===== src/rtl/radix2_pair_buffer.sv =====
// Radix-2 DIF pair buffer: holds the first half of each block and pairs it with the second half.
// Optional macro PAIR_BUF_SCALE_EN halves x0/x1 (floor shift) as they load into the output register.
`timescale 1ns/1ps
module radix2_pair_buffer #(
   parameter int WIDTH = 16,
   parameter int N     = 16,
   parameter int LOG2N = 4
) (
   input  logic             clk,
   input  logic             rst,
   input  logic             in_valid,
   output logic             in_ready,
   input  logic [WIDTH-1:0] in_real,
   input  logic [WIDTH-1:0] in_imag,
   output logic             out_valid,
   input  logic             out_ready,
   output logic [WIDTH-1:0] x0_real,
   output logic [WIDTH-1:0] x0_imag,
   output logic [WIDTH-1:0] x1_real,
   output logic [WIDTH-1:0] x1_imag,
   output logic [LOG2N-2:0] tw_addr,
   output logic             out_last,
   output logic             busy
);
   localparam int HALF = N / 2;
   localparam logic [0:0] FILL = 1'b0;
   localparam logic [0:0] PAIR = 1'b1;
   localparam logic [LOG2N-2:0] CNT_LAST = (LOG2N-1)'(HALF - 1);
   localparam logic [LOG2N-2:0] CNT_ONE  = (LOG2N-1)'(1);
   localparam logic [LOG2N-2:0] CNT_ZERO = (LOG2N-1)'(0);

   logic [0:0]         state_q, state_d;
   logic [LOG2N-2:0]   cnt_q, cnt_d;
   logic [2*WIDTH-1:0] buf_q [HALF];
   logic               out_valid_q, out_valid_d;
   logic               out_last_q, out_last_d;
   logic               busy_q, busy_d;
   logic [WIDTH-1:0]   x0_real_q, x0_real_d, x0_imag_q, x0_imag_d;
   logic [WIDTH-1:0]   x1_real_q, x1_real_d, x1_imag_q, x1_imag_d;
   logic [LOG2N-2:0]   tw_q, tw_d;
   logic               in_ready_s, in_xfer_s, out_xfer_s, load_s, cnt_wrap_s;
   logic [2*WIDTH-1:0] partner_s;

   function automatic logic [WIDTH-1:0] scale(input logic [WIDTH-1:0] v);
`ifdef PAIR_BUF_SCALE_EN
      scale = {v[WIDTH-1], v[WIDTH-1:1]};
`else
      scale = v;
`endif
   endfunction

   // Handshake decode; PAIR only takes a sample when the output register can be refilled.
   always_comb begin
      if (state_q == PAIR) begin
         in_ready_s = !out_valid_q || out_ready;
      end else begin
         in_ready_s = 1'b1;
      end
      in_xfer_s  = in_valid && in_ready_s;
      out_xfer_s = out_valid_q && out_ready;
      load_s     = in_xfer_s && (state_q == PAIR);
      cnt_wrap_s = (cnt_q == CNT_LAST);
      partner_s  = buf_q[cnt_q];
   end

   // Next-state for FSM, counter and output register.
   always_comb begin
      state_d     = state_q;
      cnt_d       = cnt_q;
      out_valid_d = out_valid_q;
      out_last_d  = out_last_q;
      x0_real_d   = x0_real_q;
      x0_imag_d   = x0_imag_q;
      x1_real_d   = x1_real_q;
      x1_imag_d   = x1_imag_q;
      tw_d        = tw_q;
      if (in_xfer_s) begin
         if (cnt_wrap_s) begin
            cnt_d = CNT_ZERO;
            case (state_q)
               FILL:    state_d = PAIR;
               PAIR:    state_d = FILL;
               default: state_d = FILL;
            endcase
         end else begin
            cnt_d = cnt_q + CNT_ONE;
         end
      end else begin
         cnt_d = cnt_q;
      end
      if (load_s) begin
         out_valid_d = 1'b1;
         x0_real_d   = scale(partner_s[2*WIDTH-1:WIDTH]);
         x0_imag_d   = scale(partner_s[WIDTH-1:0]);
         x1_real_d   = scale(in_real);
         x1_imag_d   = scale(in_imag);
         tw_d        = cnt_q;
         out_last_d  = cnt_wrap_s;
      end else if (out_xfer_s) begin
         out_valid_d = 1'b0;
      end else begin
         out_valid_d = out_valid_q;
      end
      busy_d = (cnt_d != CNT_ZERO) || (state_d == PAIR);
   end

   // Control and output registers.
   always_ff @(posedge clk or posedge rst) begin
      if (rst) begin
         state_q     <= FILL;
         cnt_q       <= CNT_ZERO;
         out_valid_q <= 1'b0;
         out_last_q  <= 1'b0;
         busy_q      <= 1'b0;
         x0_real_q   <= '0;
         x0_imag_q   <= '0;
         x1_real_q   <= '0;
         x1_imag_q   <= '0;
         tw_q        <= CNT_ZERO;
      end else begin
         state_q     <= state_d;
         cnt_q       <= cnt_d;
         out_valid_q <= out_valid_d;
         out_last_q  <= out_last_d;
         busy_q      <= busy_d;
         x0_real_q   <= x0_real_d;
         x0_imag_q   <= x0_imag_d;
         x1_real_q   <= x1_real_d;
         x1_imag_q   <= x1_imag_d;
         tw_q        <= tw_d;
      end
   end

   // Buffer is written only in FILL; contents need no reset since every slot is rewritten before use.
   always_ff @(posedge clk) begin
      if (in_xfer_s && (state_q == FILL)) begin
         buf_q[cnt_q] <= {in_real, in_imag};
      end
   end

   assign in_ready  = in_ready_s;
   assign out_valid = out_valid_q;
   assign out_last  = out_last_q;
   assign busy      = busy_q;
   assign x0_real   = x0_real_q;
   assign x0_imag   = x0_imag_q;
   assign x1_real   = x1_real_q;
   assign x1_imag   = x1_imag_q;
   assign tw_addr   = tw_q;

endmodule


===== config.mk =====
export PLATFORM = sky130hd
export DESIGN_NAME = radix2_pair_buffer
export DESIGN_NICKNAME = d
export VERILOG_FILES = /design/src/rtl/radix2_pair_buffer.sv
export SDC_FILE = /design/constraint.sdc
export NUM_CORES = 1
export LEC_CHECK = 0
export BUFFER_PORTS_ARGS = -buffer_cell sky130_fd_sc_hd__buf_2
export CORE_ASPECT_RATIO = 1.1
export CORE_MARGIN = 8
export CORE_UTILIZATION = 30
export DETAILED_ROUTE_END_ITERATION = 8
export PLACE_DENSITY = 0.43
export REMOVE_ABC_BUFFERS = 1
export SETUP_SLACK_MARGIN = 0.2
export SYNTH_ARGS = -nofsm -noshare
export SYNTH_HDL_FRONTEND = slang
export SYNTH_SLANG_ARGS = --single-unit

===== constraint.sdc =====
create_clock -name clk -period 8.3 [get_ports clk]
set_clock_uncertainty 0.2 [all_clocks]
set_input_delay 0.415 -clock clk [delete_from_list [all_inputs] [get_ports clk]]
set_output_delay 0.415 -clock clk [all_outputs]
set_load 0.02 [all_outputs]

==> out/results.txt <==
status: complete, no violations
synth top area cells: edfxtp_1 (61%), dfrtp_1 (15%), mux2i_1 (4.2%), nand2_1 (3.5%), o22a_1 (1.7%)
clock sink count: 330
root buffer cell: clkbuf_16
average wire per standard cell: 20.3 um
Worst path slowest cell: and2_2
gpl congestion: 0.661
Worst Hold Depth: 3
r2r startpoint: cnt_q[1]
Layout area overhead: 20.8%
Cells after Synth: 763
number of I/O pins: 107
commonest cells in the netlist: edfxtp_1 (256), nand2_1 (118), dfrtp_1 (74)
Final min period: 3.05 ns
worst r2r path cells: 3
register area: 9550 um^2
DIE AREA: 49,200 um^2
largest net degree at the start of global routing: 65
Std-Cell Rows: 79
Die H: 232 um
Final ANT Viol Nets: 0
port buffer count: 106
Post-synth ARST share: 22.4%
crit-path max FO: 53
die width: 212 um
hpwl dp: 16.6 mm
initial DRC count: 338
WP data required: 8.23 ns
vias in the first global route: 7,337
wirelength, routed: 30.4 mm
Max Buffers Root-to-Sink: 3
Starting Density: 30.2%
Reg clk slew, reported paths: 0.06 ns
first-pass GRT wire length: 46.2 mm
Diodes inserted: 0
share of cells above drive strength 1: 23.7%
CP cell instances: buf_4 -> and3_1 -> and2_2
Startpoint Class: flop
H-tree levels: 2
EDFF count, synth: 256
HP Start: in_real[15]
Max-cap violations: 0
gr ovfl total: 0
CP max stage delay: 0.90 ns
ys flop type: edfxtp_1
CP delay by family, top: simple AND/OR/NAND/NOR gates
WP buf/inv: 1
FF-to-FF End: buf_q[7][14]
core area: 42,000 um^2
Filler cells: 3,987
period utilization: 36.7%
Initial DRT Pass Iterations: 5
Critical Setup Path Class: reg -> reg
flop2flop setup slack: 5.25 ns
max_slew headroom: 29.0%
Yosys Warn Count: 0
Max Freq: 0.328 GHz
final setup violation count: 0
RSZ-0062 raised after global routing: false
crit end category: flop
post-synth top area share: 60.6%
Final Max Slew Viols: 0
Max IR drop VDD: 0.000183 V
Least-Margin Pin Slew: 1.07 ns
initial antenna violation count: 0
Synth cell types: 47
sequential fraction of the synthesis area: 75.2%
TritonCTS clock tree: done
final hold viol count: 0
nets@finish: 941
worst hold slack: 0.0246 ns
TNS Setup: 0 ns
area leader, netlist: edfxtp_1
Power Dens Cells: 361 nW/um^2
total CTS buffers: 39
Post-route DRC: 0
routed vias/inst: 4.65
netlist area before placement: 12,700 um^2
count leader, synth: edfxtp_1
Vias: 6,968
footprint of the multi-input gates: 2850 um^2
Post-Syn Area per Cell: 16.6 um^2
clock latency on the worst-skew pair: 0.52 ns
hold worst-path end: x1_real[15]
crit path DAT: 2.98 ns
HP Class: in -> reg
post_cts resized: 0
leakage power total: 5.62 nW
Total GRT Usage: 12.3%
register bit total from synthesis: 330
layout make-up:
class | instances | share of cell area, %
clock buffer | 67 | 7.92
clock inverter | 3 | 0.286
inverter | 2 | 0.0653
multi-input combinational | 378 | 18.6
sequential | 330 | 62.3
tap | 567 | 4.63
timing repair buffer | 152 | 6.23
power by group:
group | switching (mW) | internal (mW) | leakage (nW) | total [mW]
Sequential | 0.156 | 2.07 | 3.18 | 2.22
Combinational | 1.04 | 0.606 | 1.82 | 1.65
Clock | 0.645 | 1.02 | 0.612 | 1.66
Total | 1.84 | 3.69 | 5.62 | 5.53
sequential cells by signal, indices dropped and copies added (netlist names):
| register | count |
|---|---|
| busy | 1 |
| state_q | 1 |
| x0_imag | 16 |
| x1_real | 16 |
| tw_addr | 3 |
| out_last | 1 |
| buf_q | 256 |
| x1_imag | 16 |
| x0_real | 16 |
| out_valid | 1 |
| cnt_q | 3 |
cells in the final DEF (no fill, tap or decap), drive strengths merged, types with 2 or more instances in the layout:
| master | Yosys | routed |
|---|---|---|
| o22a | 25 | 25 |
| nand3b | 2 | 2 |
| a2bb2oi | 8 | 8 |
| o221ai | 15 | 15 |
| nand2b | 6 | 6 |
| nor2 | 12 | 12 |
| mux4 | 10 | 10 |
| and2 | 2 | 2 |
| nor3 | 4 | 4 |
| a221o | 6 | 6 |
| buf | 39 | 120 |
| a21oi | 29 | 29 |
| clkbuf | 14 | 67 |
| a22oi | 19 | 19 |
| mux2 | 12 | 12 |
| o311ai | 2 | 2 |
| a31oi | 3 | 3 |
| edfxtp | 256 | 256 |
| mux2i | 53 | 53 |
| ha | 2 | 2 |
| clkinv | 0 | 2 |
| dlygate4sd3 | 0 | 32 |
| inv | 2 | 2 |
| nor2b | 3 | 3 |
| dfrtp | 74 | 74 |
| o21ai | 11 | 11 |
| and3 | 2 | 2 |
| or2 | 2 | 2 |
| a221oi | 24 | 24 |
| nand2 | 118 | 118 |
layer usage:
layer | wire [um] | GRT usage [%]
met1 | 14100 | 16.6
met2 | 14500 | 19.9
met3 | 1250 | 2.25
met4 | 539 | 3.54
met5 | 0 | 0
worst min-delay path, stage by stage:
cell	delay (ns)
buf_2	0.16
nand2_1	0.07
nand2_1	0.05
logic make-up after synthesis:
logic type	share of synthesized area (%)
compound gates	9.24
fa+ha+maj	0.197
buf+inv	2.87
simple gates	5.20
mux	7.34
flops	75.2
repair_timing:
item | in CTS | in global routing
hold endpoints to repair | 223 | 0
hold buffers | 32 | 0
buffers inserted | 0 | 0
worst max path at each step:
stage                  start      endpoint  depth (start not counted)
floorplan           cnt_q[0]   buf_q[1][0]                          1
global placement    cnt_q[1]   buf_q[7][9]                          3
detailed placement  cnt_q[1]  buf_q[7][10]                          3
CTS                 cnt_q[1]  buf_q[7][14]                          3
global route        cnt_q[1]  buf_q[7][14]                          3
finish              cnt_q[1]  buf_q[7][14]                          3
through the flow:
step	total power, mW	setup slack, ns	area, um^2	util (%)	instances
floorplan	3.36	2.57	12300	-	710
global placement	3.93	5.23	13800	32.7	1397
detailed placement	3.94	5.17	13800	32.7	1397
CTS	5.65	5.15	15300	36.5	1499
global route	5.84	5.03	15300	36.5	1499
finish	5.53	5.25	15300	36.5	1499
No activity file was read; power rests on OpenSTA's default activity.
